**config.mk**
```make
export PLATFORM = sky130hd
export DESIGN_NAME = uart_cmd_responder
export DESIGN_NICKNAME = d
export VERILOG_FILES = /design/src/rtl/uart_cmd_responder.sv
export SDC_FILE = /design/constraint.sdc
export NUM_CORES = 1
export LEC_CHECK = 0
export CORE_UTILIZATION = 50
export DETAILED_ROUTE_END_ITERATION = 8
export PLACE_DENSITY = 0.78
export SLEW_MARGIN = 15
export SYNTH_ARGS = -nofsm -noshare
export SYNTH_HDL_FRONTEND = slang
export SYNTH_SLANG_ARGS = --single-unit
```
**constraint.sdc**
```tcl
create_clock -name clk -period 1.95 [get_ports clk]
set_input_delay 0.2925 -clock clk [delete_from_list [all_inputs] [get_ports clk]]
set_output_delay 0.2925 -clock clk [all_outputs]
set_load 0.02 [all_outputs]
```
**src/rtl/uart_cmd_responder.sv**
```systemverilog
// -----------------------------------------------------------------------------
// uart_cmd_responder
//
// Purpose:
//   Host-access bridge between a UART byte stream and an on-chip register bus.
//   Parses binary request frames from the RX byte strobe, performs one register
//   write or read, and returns ACK (0x06, plus read data) or NAK (0x15) through
//   the UART TX byte handshake.
//
//   Frames (address and data bytes MSB first):
//     write : 0x57, ADDR_WIDTH/8 address bytes, DATA_WIDTH/8 data bytes
//     read  : 0x52, ADDR_WIDTH/8 address bytes
//   Responses:
//     write ok : 0x06
//     read ok  : 0x06, DATA_WIDTH/8 data bytes
//     error    : 0x15 (unknown command, parity error, timeout)
//
// Ports:
//   clk, rst      system clock, synchronous active-high reset
//   rx_d/rx_dv    received byte and its 1-cycle strobe
//   rx_parity_ok  parity status of rx_d (tie 1 when no parity is used)
//   tx_d/tx_dv    byte to transmit and its 1-cycle strobe
//   tx_dr         transmitter ready
//   reg_addr      register address
//   reg_wdata     register write data
//   reg_we/re     1-cycle write / read strobes
//   reg_rdata     read data, qualified by reg_rvalid
//   busy          high whenever the responder is not idle
//
// Configuration:
//   UART_CMD_TIMEOUT_EN  when defined, a partial frame idle for TIMEOUT_CLKS
//                        cycles, or a read waiting TIMEOUT_CLKS cycles for
//                        reg_rvalid, is aborted with a NAK. When undefined
//                        there is no timeout logic and only rst recovers.
// -----------------------------------------------------------------------------
module uart_cmd_responder #(
    parameter int ADDR_WIDTH   = 8,
    parameter int DATA_WIDTH   = 16,
    parameter int TIMEOUT_CLKS = 1000000
) (
    input  logic                  clk,
    input  logic                  rst,
    input  logic [7:0]            rx_d,
    input  logic                  rx_dv,
    input  logic                  rx_parity_ok,
    output logic [7:0]            tx_d,
    output logic                  tx_dv,
    input  logic                  tx_dr,
    output logic [ADDR_WIDTH-1:0] reg_addr,
    output logic [DATA_WIDTH-1:0] reg_wdata,
    output logic                  reg_we,
    output logic                  reg_re,
    input  logic [DATA_WIDTH-1:0] reg_rdata,
    input  logic                  reg_rvalid,
    output logic                  busy
);

    localparam int ABYTES = ADDR_WIDTH / 8;
    localparam int DBYTES = DATA_WIDTH / 8;
    // Response buffer holds the status byte followed by the read data.
    localparam int BUF_W  = DATA_WIDTH + 8;

    localparam logic [7:0] CMD_WR   = 8'h57;
    localparam logic [7:0] CMD_RD   = 8'h52;
    localparam logic [7:0] ACK_BYTE = 8'h06;
    localparam logic [7:0] NAK_BYTE = 8'h15;

    typedef enum logic [2:0] {
        IDLE      = 3'd0,
        ADDR      = 3'd1,
        DATA      = 3'd2,
        WRITE     = 3'd3,
        READ_REQ  = 3'd4,
        READ_WAIT = 3'd5,
        RESP      = 3'd6,
        NAK       = 3'd7
    } state_t;

    state_t                state, nxt_state;
    logic                  is_write, nxt_is_write;
    logic [2:0]            byte_cnt, nxt_byte_cnt;
    logic [ADDR_WIDTH-1:0] addr_sh, nxt_addr_sh;
    logic [DATA_WIDTH-1:0] data_sh, nxt_data_sh;
    logic [BUF_W-1:0]      tx_buf, nxt_tx_buf;
    logic [2:0]            tx_left, nxt_tx_left;
    logic [ADDR_WIDTH-1:0] nxt_reg_addr;
    logic [DATA_WIDTH-1:0] nxt_reg_wdata;
    logic                  nxt_reg_we, nxt_reg_re;
    logic [7:0]            nxt_tx_d;
    logic                  nxt_tx_dv;
    logic                  nxt_busy;
    logic                  nak_req;
    logic                  tx_fire;
    logic [ADDR_WIDTH-1:0] addr_shifted;
    logic [DATA_WIDTH-1:0] data_shifted;

`ifdef UART_CMD_TIMEOUT_EN
    localparam int TMO_W = $clog2(TIMEOUT_CLKS + 1);

    logic [TMO_W-1:0] tmo_cnt;
    logic             tmo_run;
    logic             tmo_hit;

    // The timer only runs while waiting on the host or on the register bus.
    assign tmo_run = (state == ADDR) || (state == DATA) || (state == READ_WAIT);
    assign tmo_hit = (tmo_cnt == TMO_W'(TIMEOUT_CLKS - 1));

    // Inter-byte / read-wait timer, restarted by every received byte.
    always_ff @(posedge clk) begin
        if (rst) begin
            tmo_cnt <= '0;
        end else if (!tmo_run || rx_dv) begin
            tmo_cnt <= '0;
        end else if (!tmo_hit) begin
            tmo_cnt <= tmo_cnt + TMO_W'(1);
        end else begin
            tmo_cnt <= tmo_cnt;
        end
    end
`endif

    // A byte can only leave when the UART is ready and the previous cycle was
    // not itself a strobe (tx_dr is not trusted right after a pulse).
    assign tx_fire      = tx_dr && !tx_dv;
    assign addr_shifted = (addr_sh << 4'd8) | ADDR_WIDTH'(rx_d);
    assign data_shifted = (data_sh << 4'd8) | DATA_WIDTH'(rx_d);

    // Next-state and next-output logic for the frame parser and responder.
    always_comb begin
        nxt_state     = state;
        nxt_is_write  = is_write;
        nxt_byte_cnt  = byte_cnt;
        nxt_addr_sh   = addr_sh;
        nxt_data_sh   = data_sh;
        nxt_tx_buf    = tx_buf;
        nxt_tx_left   = tx_left;
        nxt_reg_addr  = reg_addr;
        nxt_reg_wdata = reg_wdata;
        nxt_reg_we    = 1'b0;
        nxt_reg_re    = 1'b0;
        nxt_tx_d      = tx_d;
        nxt_tx_dv     = 1'b0;
        nak_req       = 1'b0;

        case (state)
            IDLE: begin
                if (rx_dv) begin
                    if (!rx_parity_ok) begin
                        nak_req = 1'b1;
                    end else if (rx_d == CMD_WR) begin
                        nxt_state    = ADDR;
                        nxt_is_write = 1'b1;
                        nxt_byte_cnt = 3'd0;
                    end else if (rx_d == CMD_RD) begin
                        nxt_state    = ADDR;
                        nxt_is_write = 1'b0;
                        nxt_byte_cnt = 3'd0;
                    end else begin
                        nak_req = 1'b1;
                    end
                end else begin
                    nxt_state = IDLE;
                end
            end

            ADDR: begin
                if (rx_dv) begin
                    if (!rx_parity_ok) begin
                        nak_req = 1'b1;
                    end else if (byte_cnt == 3'(ABYTES - 1)) begin
                        // Only the complete address ever reaches reg_addr.
                        nxt_addr_sh  = addr_shifted;
                        nxt_reg_addr = addr_shifted;
                        nxt_byte_cnt = 3'd0;
                        if (is_write) begin
                            nxt_state = DATA;
                        end else begin
                            nxt_state  = READ_REQ;
                            nxt_reg_re = 1'b1;
                        end
                    end else begin
                        nxt_addr_sh  = addr_shifted;
                        nxt_byte_cnt = byte_cnt + 3'd1;
                    end
                end else begin
`ifdef UART_CMD_TIMEOUT_EN
                    if (tmo_hit) begin
                        nak_req = 1'b1;
                    end else begin
                        nak_req = 1'b0;
                    end
`endif
                end
            end

            DATA: begin
                if (rx_dv) begin
                    if (!rx_parity_ok) begin
                        nak_req = 1'b1;
                    end else if (byte_cnt == 3'(DBYTES - 1)) begin
                        nxt_data_sh   = data_shifted;
                        nxt_reg_wdata = data_shifted;
                        nxt_reg_we    = 1'b1;
                        nxt_byte_cnt  = 3'd0;
                        nxt_state     = WRITE;
                    end else begin
                        nxt_data_sh  = data_shifted;
                        nxt_byte_cnt = byte_cnt + 3'd1;
                    end
                end else begin
`ifdef UART_CMD_TIMEOUT_EN
                    if (tmo_hit) begin
                        nak_req = 1'b1;
                    end else begin
                        nak_req = 1'b0;
                    end
`endif
                end
            end

            WRITE: begin
                // reg_we is high during this state; queue the single ACK.
                nxt_state   = RESP;
                nxt_tx_buf  = {ACK_BYTE, {DATA_WIDTH{1'b0}}};
                nxt_tx_left = 3'd1;
            end

            READ_REQ: begin
                nxt_state = READ_WAIT;
            end

            READ_WAIT: begin
                if (reg_rvalid) begin
                    // Capture a private copy so reg_rdata may change afterwards.
                    nxt_state   = RESP;
                    nxt_tx_buf  = {ACK_BYTE, reg_rdata};
                    nxt_tx_left = 3'(DBYTES + 1);
                end else begin
`ifdef UART_CMD_TIMEOUT_EN
                    if (tmo_hit) begin
                        nak_req = 1'b1;
                    end else begin
                        nak_req = 1'b0;
                    end
`endif
                end
            end

            RESP, NAK: begin
                if (tx_fire) begin
                    nxt_tx_dv   = 1'b1;
                    nxt_tx_d    = tx_buf[BUF_W-1 -: 8];
                    nxt_tx_buf  = tx_buf << 4'd8;
                    nxt_tx_left = tx_left - 3'd1;
                    if (tx_left == 3'd1) begin
                        nxt_state = IDLE;
                    end else begin
                        nxt_state = state;
                    end
                end else begin
                    nxt_state = state;
                end
            end

            default: begin
                nxt_state = IDLE;
            end
        endcase

        // Any error discards the frame and sends exactly one NAK byte.
        if (nak_req) begin
            nxt_state    = NAK;
            nxt_tx_buf   = {NAK_BYTE, {DATA_WIDTH{1'b0}}};
            nxt_tx_left  = 3'd1;
            nxt_byte_cnt = 3'd0;
        end else begin
            nxt_tx_left = nxt_tx_left;
        end

        nxt_busy = (nxt_state != IDLE);
    end

    // State and registered outputs; reset abandons any frame or response.
    always_ff @(posedge clk) begin
        if (rst) begin
            state     <= IDLE;
            is_write  <= 1'b0;
            byte_cnt  <= 3'd0;
            addr_sh   <= '0;
            data_sh   <= '0;
            tx_buf    <= '0;
            tx_left   <= 3'd0;
            reg_addr  <= '0;
            reg_wdata <= '0;
            reg_we    <= 1'b0;
            reg_re    <= 1'b0;
            tx_d      <= 8'h00;
            tx_dv     <= 1'b0;
            busy      <= 1'b0;
        end else begin
            state     <= nxt_state;
            is_write  <= nxt_is_write;
            byte_cnt  <= nxt_byte_cnt;
            addr_sh   <= nxt_addr_sh;
            data_sh   <= nxt_data_sh;
            tx_buf    <= nxt_tx_buf;
            tx_left   <= nxt_tx_left;
            reg_addr  <= nxt_reg_addr;
            reg_wdata <= nxt_reg_wdata;
            reg_we    <= nxt_reg_we;
            reg_re    <= nxt_reg_re;
            tx_d      <= nxt_tx_d;
            tx_dv     <= nxt_tx_dv;
            busy      <= nxt_busy;
        end
    end

endmodule

```
==> Word level (Yosys, flattened, before mapping) <==
Cells that the tools add are included.
{ "word_totals": {"reg_bits": 78, "inputBits": 30, "output_inout_bits": 36, "wordCells": 116} }
{ "op_classes": {"n_addsub": 2, "eq_ne": 22, "mux": 47, "bitwise_logic": 7, "n_reduce_logical": 23} }
{ "ops": {"columns": ["operator", "count"], "rows": [
  ["two-way mux 3 bit", 27],
  ["one-hot mux 24 bit (3 select lines)", 1],
  ["two-way mux 24 bit", 2],
  ["two-way mux 21 bit", 1],
  ["one-hot mux 3 bit (7 select lines)", 1],
  ["one-hot mux 3 bit (3 select lines)", 2],
  ["equality test 8 x 7 -> 1 bit (second input constant)", 2],
  ["!= test 2 bit (second input constant)", 8],
  ["bitwise OR 16 x 8 -> 16 bit", 1],
  ["equality test 3 bit (second input constant)", 4],
  ["two-way mux 1 bit", 12],
  ["AND reduction 4 bit", 3],
  ["equality test 3 x 1 -> 1 bit (second input constant)", 3],
  ["!= test 3 bit (second input constant)", 3],
  ["AND reduction 3 bit", 3],
  ["nonzero test 3 bit", 3],
  ["AND reduction 8 bit", 1],
  ["OR reduction 2 bit", 4],
  ["equality test 3 x 2 -> 1 bit (second input constant)", 2],
  ["logical NOT 3 bit", 2],
  ["NOT 1 bit", 6],
  ["OR reduction 5 bit", 1],
  ["nonzero test 4 bit", 1],
  ["OR reduction 4 bit", 1],
  ["other kinds (7)", 7]
]} }

==> Depth between registers and ports, before layout <==
Gate-level depths: netlist (run 1).
{ "depth": {"ltp_word": 8, "mapped_depth": 8, "ltp_nobuf": 7} }

==> Worst setup path before layout (run 1) <==
OpenSTA, ideal clock, no wires.
{ "synth_path": {"path_kind": "reg-to-reg", "from": "register state[1]", "to": "register reg_wdata[6]", "setup_ns": 0.117, "t_arrival_ns": 1.467, "t_required_ns": 1.833, "setup_slack_ns": 0.366, "stages_incl_launch_ff": 9, "path_buffers": 3, "period_less_slack_ns": 1.584, "path_cell_list": "dfxtp_1 nor2b_2 and2b_1 buf_6 and2b_1 buf_6 buf_12 mux2i_1 nor2_1"} }
{ "synth_via": {"elab_chain_cells": 2} }
{ "synth_lines": {"columns": ["element", "line_no", "source"], "rows": [
  ["start: declaration", "79", "state_t state, nxt_state;"],
  ["start signal: assignment", "301", "state <= nxt_state;"],
  ["equality test 3 x 2 -> 1 bit", "145", "case (state)"],
  ["AND reduction 4 bit (no line)", null, null],
  ["end signal: assignment", "309", "reg_wdata <= nxt_reg_wdata;"],
  ["end: declaration", "50", "output logic [DATA_WIDTH-1:0] reg_wdata,"]
]} }
No other way between the ends.
A chain may end at the register's enable or synchronous reset.

==> Worst setup path after layout (run 1) <==
{ "layout_path": {"from": "register tx_dv", "to": "output tx_dv"} }
{ "layout_lines": {"columns": ["element", "line_no", "source"], "rows": [
  ["start: declaration", "47", "output logic tx_dv,"],
  ["start signal: assignment", "313", "tx_dv <= nxt_tx_dv;"]
]} }
No word-level cell between the ends.

==> flow_summary.ini, run 1 <==
[run_status]
status = finished, final reports clean

[finish]
syn_to_final_growth_pct = 34.1
finalInstanceArea_sq_um = 4340
final_common_cell = dfxtp_1
final_nets = 472
finalNonFillerCells = 517
final_cell_mix = dfxtp_1 (77), clkdlybuf4s50_1 (64), nor2_1 (57)
nFillCells = 468
drive_gt1_share_pct = 12.4
antenna-diode-count = 0

[place]
place.port_buffers = 65
placed_cell_area_sq_um = 4100
place_congestion = 0.879
dp.cells = 501
dp_hpwl_microns = 5130

[worst_setup_path]
crit_path_end_kind = primary output
critPathLaunchType = register
reg2reg_depth = 7
cp_cell_sequence = clkdlybuf4s50_1
critPathSlowestCell = clkdlybuf4s50_1
cpPeakStageDelay_ns = 0.66
rr_endpoint = reg_wdata[2]
crit_required_ns = 1.66
worstSetupPathType = reg -> out
rrSetupSlack_ns = 0.25
critPathMaxFanout = 4
critPathArrivalTime_ns = 1.43
cp_num_buf_inv = 1
path_delay_family = buffers and inverters
r2r_start = state[1]

[synth]
synth_cell_types = 43
synthXorXnorAreaFrac_pct = 0.271
syn_nets = 390
synth_edf_count = 0
async_flop_share_pct = 0
seq_area_frac_synth_pct = 48.3
synth_compound_area_share_pct = 11.9
synth_ff_type = dfxtp_1
synth_top_family_by_area = simple AND/OR/NAND/NOR gates
yosys-mux-area-fraction_pct = 11.2
syn_area_sq_um = 3230
synth-seq-cells = 78
yosysWarnings = 0
yosys.area_share.adder_pct = 1.94
syn_area_per_cell_sq_um = 9.10
syn_inst = 355
synthSimpleGateAreaFrac_pct = 21.0

[global_route]
grt-ovfl-total = 0
globalRouteTotalUtil_pct = 22.8
grt_pass1_vias = 2573
grt_pass1_wl_microns = 11700
grt_max_degree = 53
antenna_found_initial = 0

[clocking]
holdBufCountCts = 0
cts_tree = done
numCtsBuffers = 9
cts_setup_buffers = 0
h-tree-depth = 3
clock_sinks = 78
cts_root_buf = clkbuf_8
path_clk_slew_ns = 0.08
cts-resized-gates = 0
clockBufferDepth = 2
clkLatencyLatePin_ns = 0.34

[timing]
setup_viol = 0
period_needed_ns = 1.72
worst_pin_slew_ns = 0.633
finalHoldViolations = 0
drv_slew = 0
clock.fmax_mhz = 581
rsz0062_at_grt = no
slew_headroom_pct = 57.7
skew_ns = 0.00975
timing.final.crit_share_pct = 88.3

[floorplan]
std_cell_rows = 28
start_util_pct = 53.3
coreArea_sq_um = 6060
die_area_sq_um = 6790
die_height_microns = 82.4
fp.dieW_microns = 82.4
pin_count = 66

[power]
p_leak_uw = 0.00162
powerDensity_nw_per_um2 = 830
ir_drop_v = 0.000664
finalPower_uw = 3600

[route]
drc = 0
drt_iter0_drc = 121
antenna_left = 0
wl_per_cell_microns = 13.8
via_per_inst = 5.31
drtPass1Iterations = 4
num_vias = 2747
wirelength_microns = 7140

[hold_path]
hold_class = reg -> reg
hold_start = tx_buf[0]
min_path_cells = 2
hold_end = tx_buf[0]

[job]
cap_violations = 0
==> cells in the mapped netlist (all sizes together), types with 2 or more instances <==
cell | count | area (sq um)
inv | 6 | 22.5
nand3 | 14 | 70.1
a21o | 2 | 15.0
buf | 17 | 120
a211oi | 3 | 22.5
o21ai | 5 | 25.0
nor3b | 2 | 20.0
a32oi | 2 | 17.5
a31oi | 4 | 25.0
and2 | 2 | 12.5
nor2 | 57 | 214
a21oi | 24 | 124
mux2i | 35 | 350
a221oi | 10 | 93.8
nand4b | 3 | 26.3
and2b | 2 | 15.0
ha | 5 | 62.6
nand3b | 3 | 22.5
nor2b | 6 | 40.0
nand2 | 39 | 146
dfxtp | 78 | 1560
nor3 | 15 | 75.1
clkbuf | 8 | 30.0
==> sequential cells by signal (all words and copies together), names as in the netlist <==
name       count
tx_dv          1
data_sh        8
tx_d           8
reg_addr       8
reg_we         1
reg_wdata     16
reg_re         1
tx_buf        24
byte_cnt       3
busy           1
tx_left        3
state          3
is_write       1
==> metrics by stage <==
stage	TNS (ns)	hold WS, ns	setup slack, ns	utilization (%)
after floorplan	0	0.432	0.366	-
after global placement	-2.20	0.442	-0.180	67.7
after detailed placement	-2.97	0.445	-0.225	67.7
after CTS	0	0.454	0.0875	71.4
after global routing	0	0.472	0.0916	71.5
final	0	0.453	0.228	71.5
==> worst reg2reg max path, cell delays in order (launching register included) <==
cell	delay, ns
dfxtp_1	0.43
buf_4	0.19
nor2b_2	0.19
and2b_1	0.15
and2b_1	0.17
buf_12	0.18
mux2i_1	0.22
nor2_1	0.06
==> logic make-up (layout without fill, tap and decap cells) <==
group | Yosys count | count (layout)
AOI/OAI and AO/OA | 57 | 57
buffers and inverters | 31 | 118
xor gates and xnor gates | 1 | 1
and+or+nand+nor | 147 | 147
DFF | 78 | 78
adders and majority gates | 5 | 5
muxes | 36 | 36
==> worst max-delay path by stage <==
| stage | from | to | slack, ns | cells after the start |
|---|---|---|---|---|
| global placement | reg_rvalid | tx_left[1] | -0.18 | 6 |
| finish | tx_dv | tx_dv | 0.23 | 1 |
| global route | state[1] | tx_buf[18] | 0.09 | 7 |
| CTS | state[1] | tx_left[1] | 0.09 | 4 |
| floorplan | state[1] | reg_wdata[6] | 0.37 | 8 |
| detailed placement | reg_rvalid | tx_left[1] | -0.22 | 6 |
==> area by class of cell <==
class                           instances  area (sq um)  area share (%)
Clock buffer                           11           141            3.26
Clock inverter                          5          81.3            1.88
Inverter                                6          22.5           0.519
Multi-Input combinational cell        246          1510            34.7
Sequential cell                        78          1560            36.0
Tap cell                               75          93.8            2.16
Timing Repair Buffer                   96           928            21.4
==> routing by layer <==
metal  GRT usage (%)  vias to the layer above  share of wire (%)
met1            28.1                     1278                 46
met3            6.26                        9                4.9
li1                -                     1393                  -
met2            38.5                       67                 48
met4            7.19                        0                1.1
met5               0                        -                  0
==> power breakdown <==
part / switching (uW) / total [uW] / internal [uW]
Sequential: 47.1 / 1700 / 1650
Clock: 582 / 1340 / 759
Combinational: 290 / 561 / 271
No activity file was read; power rests on OpenSTA's default activity.
==> run 2, diff against run 1 <==
- CORE_ASPECT_RATIO: not set -> 1.75
- CORE_UTILIZATION: 50 -> 51
- PLACE_DENSITY: 0.78 -> 0.79
==> run 2 against run 1 <==
  * Clock power about the same
  * Total power up 0.43%
  * Critical path depth up 5
  * Combinational power down 3%
  * Sequential cell count unchanged
==> flow_summary.ini, run 2 (synthesized netlist as in run 1, its figures left out) <==
[run_status]
status = finished, final reports clean

[worst_setup_path]
rr_endpoint = tx_buf[11]
crit_required_ns = 2.23
crit_path_end_kind = register
worstSetupPathType = in -> reg
critPathLaunchType = input port
r2r_start = state[2]
reg2reg_depth = 6
critPathArrivalTime_ns = 2.03
critPathMaxFanout = 4
rrSetupSlack_ns = 0.22

[global_route]
antenna_found_initial = 0
grt-ovfl-total = 0
grt_pass1_wl_microns = 12600
grt_max_degree = 33
globalRouteTotalUtil_pct = 24.1
grt_pass1_vias = 2723

[finish]
final_cell_mix = dfxtp_1 (77), clkdlybuf4s50_1 (65), nor2_1 (57)
largest_register_ffs = 24
syn_to_final_growth_pct = 34.0
final_common_cell = dfxtp_1
drive_gt1_share_pct = 12.0
regMostFlops = tx_buf
antenna-diode-count = 0
nFillCells = 462
final_nets = 470
reg_top3 = tx_buf (24), reg_wdata (16)
finalNonFillerCells = 520

[clocking]
cts_setup_buffers = 0
path_clk_slew_ns = 0.08
clockBufferDepth = 2
holdBufCountCts = 0
clock_sinks = 78
cts_tree = done
cts-resized-gates = 0
h-tree-depth = 3
cts_root_buf = clkbuf_8
numCtsBuffers = 9
clkLatencyLatePin_ns = 0.35

[power]
powerDensity_nw_per_um2 = 835
finalPower_uw = 3620
p_leak_uw = 0.00161
ir_drop_v = 0.000720

[place]
dp.cells = 504
place.port_buffers = 65
dp_hpwl_microns = 5390
place_congestion = 0.801

[route]
drt_iter0_drc = 122
wl_per_cell_microns = 14.0
wirelength_microns = 7300
drtPass1Iterations = 4
drc = 0
antenna_left = 0
via_per_inst = 5.33
num_vias = 2774

[timing]
finalHoldViolations = 0
timing.final.crit_share_pct = 89.3
slew_headroom_pct = 74.0
rsz0062_at_grt = no
clock.fmax_mhz = 574
setup_viol = 0
drv_slew = 0
worst_pin_slew_ns = 0.390
skew_ns = 0.00665
setup-tns-final_ns = 0
period_needed_ns = 1.74

[hold_path]
hold_class = reg -> reg
hold_end = tx_d[0]
hold_start = tx_buf[16]
min_path_cells = 2

[floorplan]
std_cell_rows = 38
die_height_microns = 107
coreArea_sq_um = 6130
start_util_pct = 52.7
fp.dieW_microns = 62.2
die_area_sq_um = 6670
pin_count = 66

[job]
cap_violations = 0
==> run 2: cell types whose count changed in the layout (fill, tap and decap cells not counted) <==
cell             delta
a21oi_2             +1
a21oi_4             -1
buf_4               -2
clkbuf_1            -1
clkbuf_2            -1
clkdlybuf4s50_1     +1
clkinv_4            +1
clkinvlp_4          -1
inv_6               +1
==> run 2: worst max-delay path by stage <==
stage	slack, ns	start	to	cells after the start
after floorplan	0.37	state[1]	reg_wdata[6]	8
after global placement	-0.005	rx_d[5]	byte_cnt[0]	7
after detailed placement	-0.07	rx_d[6]	byte_cnt[2]	7
after CTS	0.13	state[1]	tx_buf[11]	6
after global routing	0.05	state[2]	tx_buf[14]	6
final	0.21	rx_d[6]	byte_cnt[1]	6
==> run 2: power breakdown <==
| group | total, uW | switching, uW | internal, uW |
|---|---|---|---|
| clock | 1360 | 598 | 765 |
| combinational | 543 | 281 | 263 |
| sequential | 1710 | 59.5 | 1650 |
| total | 3620 | 938 | 2680 |
==> run 2: layer usage <==
layer | track usage, % | wire [microns]
met4 | 9.97 | 122
met3 | 4.87 | 211
met1 | 25.0 | 2890
met2 | 46.4 | 4070
met5 | 0 | 0
==> run 2: metrics by stage <==
stage	area [sq um]	worst slack, ns	hold slack, ns	util [%]
5_1_grt	4330	0.0478	0.476	70.6
2_1_floorplan	3230	0.366	0.432	-
4_1_cts	4330	0.130	0.454	70.6
6_report	4330	0.209	0.452	70.6
3_5_place_dp	4100	-0.0672	0.446	66.9
3_3_place_gp	4100	-0.00477	0.439	66.9
==> run 2: worst max-delay path, cell delays in order <==
cell and delay (ns):
clkdlybuf4s50_1 0.49, nor2b_1 0.29, nand3_1 0.16, a221oi_2 0.33
mux2_2 0.37, nor2_1 0.08
==> run 2: area by class of cell <==
type	count	area, sq um	area share, %
multi-input combinational	246	1500	34.6
tap	80	100	2.31
timing repair buffer	94	918	21.2
clock buffer	10	138	3.18
sequential	78	1560	36.1
inverter	6	22.5	0.520
clock inverter	6	91.3	2.11
==> run 3, diff against run 2 <==
- MAX_ROUTING_LAYER: not set -> met4
- SETUP_SLACK_MARGIN: not set -> 0.15
==> run 3 against run 2 <==
  * Maximum frequency is 0.75% higher
  * Register-to-register slack improved by 0.04 ns
  * Global-route usage up 0.67 points
  * First-iteration DRC count increased by 2.5%
  * Via count about the same
  * Clock power hardly changed
  * Critical path type is now reg -> out
  * Critical endpoint is now tx_dv
  * Largest cell class unchanged
==> flow_summary.ini, run 3 (synthesized netlist as in run 1, its figures left out) <==
[worst_setup_path]
cpPeakStageDelay_ns = 0.65
cp_cell_sequence = clkdlybuf4s50_1
crit_path_end_kind = primary output
critPathArrivalTime_ns = 1.44
crit_required_ns = 1.66
critPathMaxFanout = 4
cp_num_buf_inv = 1
path_delay_family = buffers and inverters
r2r_start = state[0]
rrSetupSlack_ns = 0.26
critical_path.endpoint = tx_dv
critPathLaunchType = register
cp_num_cells = 1
rr_endpoint = tx_left[1]
reg2reg_depth = 5
worstSetupPathType = reg -> out
setup.worst_path.start = tx_dv
critPathSlowestCell = clkdlybuf4s50_1

[place]
place.port_buffers = 65
place_congestion = 0.813
dp_hpwl_microns = 5390
placed_cell_area_sq_um = 4100
dp.cells = 504

[finish]
largest_register_ffs = 24
final_common_cell = dfxtp_1
antenna-diode-count = 0
reg_top3 = tx_buf (24), reg_wdata (16)
nFillCells = 463
regMostFlops = tx_buf
drive_gt1_share_pct = 12.5
syn_to_final_growth_pct = 34.1
finalInstanceArea_sq_um = 4330
final_nets = 470
final_cell_mix = dfxtp_1 (76), clkdlybuf4s50_1 (65), nor2_1 (57)
finalNonFillerCells = 520

[route]
via_per_inst = 5.33
drt_iter0_drc = 125
num_vias = 2772
wl_per_cell_microns = 14.1
antenna_left = 0
wirelength_microns = 7330
drtPass1Iterations = 4
drc = 0

[clocking]
clkLatencyLatePin_ns = 0.35
clockBufferDepth = 2
cts_tree = done
numCtsBuffers = 9
clock_sinks = 78
h-tree-depth = 3
cts_setup_buffers = 0
cts_root_buf = clkbuf_8
path_clk_slew_ns = 0.08
holdBufCountCts = 0

[power]
ir_drop_v = 0.000720
p_int_uw = 2680
netSwitchingPower_uw = 938
clkPwrFrac_pct = 37.6
finalPower_uw = 3620
p_seq_share_pct = 47.3
p_leak_uw = 0.00161
powerDensity_nw_per_um2 = 834
p_sw_share_pct = 25.9
pwr-share-comb_pct = 15.1

[global_route]
antenna_found_initial = 0
grt-ovfl-total = 0
grt_max_degree = 33
grt_pass1_vias = 2723
globalRouteTotalUtil_pct = 24.8
grt_pass1_wl_microns = 12500

[timing]
finalHoldViolations = 0
clock.fmax_mhz = 579
rsz0062_at_grt = no
timing.final.crit_share_pct = 88.6
period_needed_ns = 1.73
setup_viol = 0
worst_pin_slew_ns = 0.377
drv_slew = 0
slew_headroom_pct = 74.9
skew_ns = 0.00622

[floorplan]
fp.dieW_microns = 62.2
coreArea_sq_um = 6130
die_height_microns = 107
start_util_pct = 52.7
pin_count = 66
std_cell_rows = 38
die_area_sq_um = 6670

[run_status]
status = finished, final reports clean

[hold_path]
hold_class = reg -> reg

[job]
cap_violations = 0
[run 3: cell counts in the layout (fill, tap and decap cells not counted)]
No cell type changed its count.
[run 3: how the worst min path moves through the flow]
stage	start	endpoint	slack, ns	cells past startpoint
after detailed placement	tx_buf[0]	tx_buf[0]	0.45	2
after global routing	tx_buf[16]	tx_d[0]	0.48	2
final	tx_buf[16]	tx_d[0]	0.45	2
after floorplan	tx_buf[0]	tx_buf[0]	0.43	2
after global placement	tx_buf[5]	tx_buf[5]	0.44	2
after CTS	tx_buf[16]	tx_d[0]	0.45	2
[run 3: per-layer routing]
| metal | global-route usage (%) | wire length [microns] | up-vias |
|---|---|---|---|
| met3 | 4.87 | 232 | 14 |
| met4 | 9.97 | 141 | 0 |
| met2 | 46.5 | 4080 | 74 |
| met5 | - | 0 | - |
| li1 | - | - | 1393 |
| met1 | 24.9 | 2870 | 1291 |
[run 3: final cells by class]
| type | count | area [sq um] | share of cell area [%] |
|---|---|---|---|
| clock inverter | 6 | 91.3 | 2.11 |
| clock buffer | 10 | 138 | 3.18 |
| inverter | 6 | 22.5 | 0.520 |
| sequential | 78 | 1560 | 36.1 |
| tap | 80 | 100 | 2.31 |
| timing repair buffer | 94 | 918 | 21.2 |
| multi-input combinational | 246 | 1500 | 34.6 |
[run 3: tightest hold or removal path, cell delays in order, from the launching register on]
cell     delay [ns]
dfxtp_1        0.32
nand2_1        0.05
a21oi_1        0.05
[run 3: metrics by stage]
stage / util, % / TNS, ns / worst slack, ns / hold slack (ns)
2_1_floorplan: - / 0 / 0.366 / 0.432
3_3_place_gp: 66.9 / -0.00477 / -0.00477 / 0.439
3_5_place_dp: 66.9 / -0.205 / -0.0672 / 0.446
4_1_cts: 70.6 / 0 / 0.202 / 0.454
5_1_grt: 70.7 / 0 / 0.159 / 0.476
6_report: 70.7 / 0 / 0.221 / 0.450
[run 3: timing repair]
item	CTS	global route
setup endpoints to repair	2	27
resized for setup	1	2
endpoints found under the hold margin	0	0
[run 3: power by group through the flow]
| stage | sequential, uW | clock, uW | combinational [uW] |
|---|---|---|---|
| floorplan | 1730 | 0 | 332 |
| global placement | 1740 | 0 | 526 |
| detailed placement | 1750 | 0 | 542 |
| CTS | 1710 | 1380 | 546 |
| global route | 1720 | 1450 | 598 |
| finish | 1710 | 1360 | 545 |
